<file path="config.mk">
export PLATFORM = sky130hd
export DESIGN_NAME = lut_logic_unit
export DESIGN_NICKNAME = d
export VERILOG_FILES = /design/src/rtl/lut_logic_pkg.sv /design/src/rtl/lut_cfg_loader.sv /design/src/rtl/lut_logic_unit.sv
export SDC_FILE = /design/constraint.sdc
export NUM_CORES = 1
export LEC_CHECK = 0
export BUFFER_PORTS_ARGS = -buffer_cell sky130_fd_sc_hd__buf_2
export CORE_MARGIN = 4
export CORE_UTILIZATION = 45
export DETAILED_ROUTE_END_ITERATION = 8
export SETUP_SLACK_MARGIN = 0.05
export SLEW_MARGIN = 20
export SYNTH_ARGS = -nofsm -noshare
export SYNTH_HDL_FRONTEND = slang
export SYNTH_SLANG_ARGS = --single-unit
</file>
<file path="constraint.sdc">
create_clock -name clk -period 3.9 [get_ports clk]
set_input_delay 0.975 -clock clk [delete_from_list [all_inputs] [get_ports clk]]
set_output_delay 0.975 -clock clk [all_outputs]
set_load 0.005 [all_outputs]
</file>
<file path="src/rtl/lut_logic_pkg.sv">
// ---------------------------------------------------------------------------
// lut_logic_pkg
// Shared definitions for the LUT-based logic unit: the controller state
// encoding, the truth-table width helper and the largest supported fan-in.
// ---------------------------------------------------------------------------
package lut_logic_pkg;

  // Largest number of function inputs the unit is intended to support.
  localparam int MAX_N_IN = 6;

  // Controller states: IDLE accepts evaluations and configuration beats,
  // SWEEP walks every input combination and blocks everything else.
  typedef enum logic {
    IDLE  = 1'b0,
    SWEEP = 1'b1
  } state_e;

  // Number of truth-table entries for an n-input function.
  function automatic int table_w(input int n);
    return 1 << n;
  endfunction

endpackage

</file>
<file path="src/rtl/lut_cfg_loader.sv">
// ---------------------------------------------------------------------------
// lut_cfg_loader
// Serial truth-table loader. Collects one table bit per accepted beat into a
// shadow register (index 0 first). The beat that fills the last index raises
// commit_o combinationally so the parent can capture the complete table on
// that same edge; cfg_done_o is the registered pulse of that commit.
//
// Ports:
//   clk         rising-edge clock
//   rst_n       asynchronous active-low reset
//   beat_i      one configuration bit accepted this cycle
//   bit_i       value of that configuration bit
//   table_o     shadow contents including the current beat's bit
//   commit_o    this beat completes the table (combinational)
//   cfg_done_o  one-cycle pulse after the commit edge
//   idle_o      no partial load in progress (count is zero)
// ---------------------------------------------------------------------------
module lut_cfg_loader
  import lut_logic_pkg::*;
#(
  parameter int N_IN = 3
) (
  input  logic                      clk,
  input  logic                      rst_n,
  input  logic                      beat_i,
  input  logic                      bit_i,
  output logic [table_w(N_IN)-1:0]  table_o,
  output logic                      commit_o,
  output logic                      cfg_done_o,
  output logic                      idle_o
);

  localparam int TW = table_w(N_IN);

  logic [TW-1:0]   shadow_q, shadow_d;
  logic [N_IN-1:0] cnt_q, cnt_d;
  logic            done_q;

  // Next-state for the shadow register and beat counter. The counter is
  // exactly N_IN bits wide, so incrementing past the last index wraps to
  // zero on its own, which is the post-commit value we want.
  always_comb begin
    shadow_d = shadow_q;
    cnt_d    = cnt_q;
    commit_o = 1'b0;
    if (beat_i) begin
      shadow_d[cnt_q] = bit_i;
      cnt_d           = cnt_q + N_IN'(1);
      commit_o        = (cnt_q == N_IN'(TW - 1));
    end
  end

  // The parent needs the table including the bit arriving on the commit
  // beat, so expose the next-state value rather than the register.
  assign table_o    = shadow_d;
  assign cfg_done_o = done_q;
  assign idle_o     = (cnt_q == '0);

  // Loader registers; a reset mid-load discards the partial table.
  always_ff @(posedge clk or negedge rst_n) begin
    if (!rst_n) begin
      shadow_q <= '0;
      cnt_q    <= '0;
      done_q   <= 1'b0;
    end else begin
      shadow_q <= shadow_d;
      cnt_q    <= cnt_d;
      done_q   <= commit_o;
    end
  end

endmodule

</file>
<file path="src/rtl/lut_logic_unit.sv">
// ---------------------------------------------------------------------------
// lut_logic_unit
// Registered N_IN-input boolean function held as a 2^N_IN-entry truth table.
// The table reloads serially through the cfg port, and a sweep engine can
// stream every (input, f) pair in ascending order while counting the ones.
//
// Ports:
//   clk, rst_n        clock / asynchronous active-low reset
//   in_valid, in_vec  evaluation request (accepted only when in_ready)
//   in_ready          high in IDLE
//   cfg_valid,cfg_bit serial table bit, index 0 first (accepted when cfg_ready)
//   cfg_ready         high in IDLE
//   cfg_done          one-cycle pulse when a new table commits
//   sweep_start       request an exhaustive sweep
//   sweep_busy        high while sweeping
//   sweep_done        pulse aligned with the last sweep output
//   sweep_ones        number of ones seen in the last completed sweep
//   out_valid,out_vec,f  registered result and the input that produced it
// ---------------------------------------------------------------------------
module lut_logic_unit
  import lut_logic_pkg::*;
#(
  parameter int                        N_IN          = 3,
  parameter logic [table_w(N_IN)-1:0]  DEFAULT_TABLE = 8'hE8
) (
  input  logic            clk,
  input  logic            rst_n,
  input  logic            in_valid,
  input  logic [N_IN-1:0] in_vec,
  output logic            in_ready,
  input  logic            cfg_valid,
  input  logic            cfg_bit,
  output logic            cfg_ready,
  output logic            cfg_done,
  input  logic            sweep_start,
  output logic            sweep_busy,
  output logic            sweep_done,
  output logic [N_IN:0]   sweep_ones,
  output logic            out_valid,
  output logic [N_IN-1:0] out_vec,
  output logic            f
);

  localparam int TW = table_w(N_IN);
  localparam int IW = N_IN + 1;

  state_e          state_q, state_d;
  logic [TW-1:0]   table_q, table_d;
  logic [IW-1:0]   idx_q, idx_d;
  logic [IW-1:0]   acc_q, acc_d;
  logic [IW-1:0]   ones_q, ones_d;
  logic            out_valid_q, out_valid_d;
  logic [N_IN-1:0] out_vec_q, out_vec_d;
  logic            f_q, f_d;
  logic            done_q, done_d;

  logic [TW-1:0]   new_table;
  logic            commit;
  logic            cfg_idle;
  logic            sweep_bit;
  logic            sweep_last;

  assign in_ready   = (state_q == IDLE);
  assign cfg_ready  = (state_q == IDLE);
  assign sweep_busy = (state_q == SWEEP);

  lut_cfg_loader #(
    .N_IN (N_IN)
  ) u_loader (
    .clk        (clk),
    .rst_n      (rst_n),
    .beat_i     (cfg_valid && cfg_ready),
    .bit_i      (cfg_bit),
    .table_o    (new_table),
    .commit_o   (commit),
    .cfg_done_o (cfg_done),
    .idle_o     (cfg_idle)
  );

  // The index carries one spare bit so the terminal compare against the
  // last entry never aliases with a wrapped value.
  assign sweep_bit  = table_q[idx_q[N_IN-1:0]];
  assign sweep_last = (idx_q == IW'(TW - 1));

  // Next-state and output logic. Evaluations read table_q, so an evaluation
  // accepted on the commit beat still sees the old table.
  always_comb begin
    state_d     = state_q;
    idx_d       = idx_q;
    acc_d       = acc_q;
    ones_d      = ones_q;
    out_valid_d = 1'b0;
    out_vec_d   = out_vec_q;
    f_d         = f_q;
    done_d      = 1'b0;
    table_d     = commit ? new_table : table_q;

    case (state_q)
      IDLE: begin
        if (in_valid) begin
          out_valid_d = 1'b1;
          out_vec_d   = in_vec;
          f_d         = table_q[in_vec];
        end
        // A half-loaded table must not be swept.
        if (sweep_start && cfg_idle) begin
          state_d = SWEEP;
          idx_d   = '0;
          acc_d   = '0;
        end
      end

      SWEEP: begin
        out_valid_d = 1'b1;
        out_vec_d   = idx_q[N_IN-1:0];
        f_d         = sweep_bit;
        acc_d       = acc_q + IW'(sweep_bit);
        idx_d       = idx_q + IW'(1);
        if (sweep_last) begin
          done_d  = 1'b1;
          ones_d  = acc_q + IW'(sweep_bit);
          state_d = IDLE;
        end
      end

      default: begin
        state_d = IDLE;
      end
    endcase
  end

  // State, table and output registers.
  always_ff @(posedge clk or negedge rst_n) begin
    if (!rst_n) begin
      state_q     <= IDLE;
      table_q     <= DEFAULT_TABLE;
      idx_q       <= '0;
      acc_q       <= '0;
      ones_q      <= '0;
      out_valid_q <= 1'b0;
      out_vec_q   <= '0;
      f_q         <= 1'b0;
      done_q      <= 1'b0;
    end else begin
      state_q     <= state_d;
      table_q     <= table_d;
      idx_q       <= idx_d;
      acc_q       <= acc_d;
      ones_q      <= ones_d;
      out_valid_q <= out_valid_d;
      out_vec_q   <= out_vec_d;
      f_q         <= f_d;
      done_q      <= done_d;
    end
  end

  assign out_valid  = out_valid_q;
  assign out_vec    = out_vec_q;
  assign f          = f_q;
  assign sweep_done = done_q;
  assign sweep_ones = ones_q;

endmodule

</file>
==> flow_metrics.tcl <==
set metrics [dict create \
    fin_total_pwr_mw 1.44 \
    timing.hold.worst.class "reg -> reg" \
    worst-path-max-fanout 17 \
    vias_in_the_first_global_route 1173 \
    crit_path_start_kind "flip-flop" \
    initial_utilization_pct 48.0 \
    whs_path_depth 2 \
    r2r_setup_slack_ns 1.68 \
    antenna_violating_nets_post_route 0 \
    timing.slew.headroom_pct 43.5 \
    total_leakage_power_nw 0.994 \
    cts-root-buf "clkbuf_8" \
    wire_length_reported_by_the_detailed_router_um 3280 \
    syn_to_final_growth_pct 12.0 \
    tightest_slew_ns 0.847 \
    fillerInstances 322 \
    clock_tree.buffer_depth 2 \
    grt_setup_unrepaired "no" \
    holdBufCountCts 0 \
    clk_latency_ns 0.29 \
    flops_latches_synth 39 \
    n_antenna_cell 0 \
    min_delay_worst_endpoint "sweep_ones[3]" \
    report.final.slew_viol_count 0 \
    replace_congestion 0.832 \
    worst_setup_hold_path_clk_slew_ns 0.07 \
    tritoncts "done" \
    worst-setup-path-type "reg -> out" \
    die_y_um 71.4 \
    regToRegEndpoint "sweep_ones[2]" \
    total_area_of_multi_input_combinational_cells_sq_um 772 \
    mappedNetlistNets 156 \
    num_vias 1140 \
    layout.cells.most_common "dfrtp_1" \
    finalNetCount 180 \
    yosysUniqueCellTypes 31 \
    p_per_area_nw_per_um2 712 \
    yosysTopAreaCell "dfrtp_1" \
    min-delay-start "sweep_ones[3]" \
    max_cap_violations 0 \
    synth_largest_type_area_fraction_pct 48.4 \
    antenna_found_initial 0 \
    drt_drc_violations_left 0 \
    drive_above_1_share_pct 34.9 \
    fin_util_pct 53.7 \
    final.setup.worst_slack_ns 1.38 \
    die_w_um 71.4 \
    power.ir.vdd_worst_v 0.000310 \
    io_buffer_count 22 \
    cts-buffers-inserted 5 \
    setup.worst_path.end_class "output pin" \
    place_worst_setup_slack_ns 1.68 \
    worst_ep_arrival_time_ns 1.54 \
    synth_cells 141 \
    hpwl_um 2380 \
    layout.area.seq_sq_um 981 \
    cts_setup_buffers 0 \
    sequential_group_share_of_total_power_pct 49.6 \
    clockPowerShare_pct 18.0 \
    net-switching-power_mw 0.490 \
    htree_levels 2 \
    synth-seq-area-share_pct 54.2 \
    most-common-layout-cells "dfrtp_1 (35), buf_2 (22), nand2_1 (17)" \
    core_area_sq_um 3770 \
    combinationalPowerShare_pct 32.4 \
    worst_ep_required_time_ns 2.92 \
    fin_tns_setup_ns 0 \
    outcome "complete, no violations" \
    post_cts_resized 0 \
    starting_drt_drc_count 45 \
    final-setup-viol-count 0 \
    fin_crit_ns 2.52 \
    synth_top_cells_by_area "dfrtp_1 (48%), mux2_2 (6.8%), dfstp_2 (5.8%)" \
    per_cell_routed_wire_length_um 15.3 \
    yosysWarnings 0 \
    timing_hold_violations_final 0 \
    grt_usage_pct 14.7 \
    grt_pass1_wl_um 5780 \
    grt_max_degree 40 \
    timing.final.crit_share_pct 64.6 \
    finalClockSkew_ns 0.00690 \
    r2r.worst_path.cells 6 \
    synth.avg_cell_area_sq_um 12.8 \
    internal_power_component_mw 0.954 \
    gr-total-overflow 0 \
    io-pin-count 23 \
    tritonroute_pass_1_iters 4 \
    design.die.area_sq_um 5100 \
    syn_area_sq_um 1810 \
    clock_sinks 39 \
    power.share.switching_pct 33.9 \
    floorplan.rows 22 \
    routed_via_density 5.33 \
    timing.fmax_mhz 397 \
    timing.rr.start "idx_q[0]" \
]
## power by group through the flow
stage	clock [mW]	combinational, mW	sequential [mW]
5_1_grt	0.287	0.531	0.743
4_1_cts	0.268	0.478	0.715
2_1_floorplan	0	0.378	0.671
3_3_place_gp	0	0.461	0.715
3_5_place_dp	0	0.475	0.722
6_report	0.260	0.468	0.716
## per-layer routing
layer	vias up	routed length, um	global-route usage (%)
met1	571	1540	20.0
met3	6	161	5.33
met4	0	59	5.64
li1	544	-	-
met5	-	0	0
met2	19	1520	21.6
## cells in the mapped netlist (all sizes together)
| cell type | count |
|---|---|
| ha | 6 |
| mux2 | 18 |
| mux2i | 5 |
| o2111ai | 1 |
| a21oi | 1 |
| a21o | 1 |
| nor3b | 1 |
| nand2b | 1 |
| nand2 | 17 |
| xnor2 | 3 |
| inv | 6 |
| a22o | 5 |
| mux4 | 3 |
| buf | 3 |
| or2 | 1 |
| o21ai | 6 |
| clkbuf | 2 |
| a31oi | 2 |
| nor2 | 4 |
| nor2b | 1 |
| xor2 | 2 |
| nor3 | 3 |
| nand3b | 2 |
| nand4b | 1 |
| dfrtp | 35 |
| nand3 | 7 |
| dfstp | 4 |
## through the flow
stage	area, sq um	hold WS, ns	instances
3_5_place_dp	1950	0.465	206
5_1_grt	2030	0.505	214
3_3_place_gp	1950	0.454	206
4_1_cts	2030	0.483	214
2_1_floorplan	1810	0.467	141
6_report	2030	0.478	214
## critical path, stage by stage, from the launching register on
cell and delay (ns):
dfrtp_1 0.76, inv_1 0.29, buf_2 0.20
## state kept, by name, indices dropped and copies added, names as in the netlist
signal               count
u_loader.cfg_done_o      1
acc_q                    4
sweep_done               1
idx_q                    4
out_vec                  3
f                        1
sweep_ones               4
u_loader.shadow_q        8
out_valid                1
table_q                  8
u_loader.cnt_q           3
sweep_busy               1
## area by class of cell
cell class / count / area share (%)
Timing Repair Buffer: 22 / 5.43
Inverter: 6 / 1.11
Clock inverter: 1 / 0.247
Multi-Input combinational cell: 91 / 38.1
Clock buffer: 7 / 3.77
Sequential cell: 39 / 48.4
Tap cell: 48 / 2.96
## logic make-up after synthesis
group	count (synthesis)	synth area share [%]
mux	26	19.2
xor+xnor	5	2.42
buf+inv	11	3.11
flops	39	54.2
simple gates	38	10.6
fa+ha+maj	6	4.15
compound gates	16	6.29
## worst max-delay path by stage
stage,start,to,cells past startpoint
after floorplan,idx_q[0],sweep_ones[2],6
after global placement,sweep_busy,in_ready,2
after detailed placement,idx_q[0],sweep_ones[2],6
after CTS,sweep_busy,in_ready,2
after global routing,sweep_busy,cfg_ready,2
final,sweep_busy,in_ready,2
No activity file was read; power rests on OpenSTA's default activity.
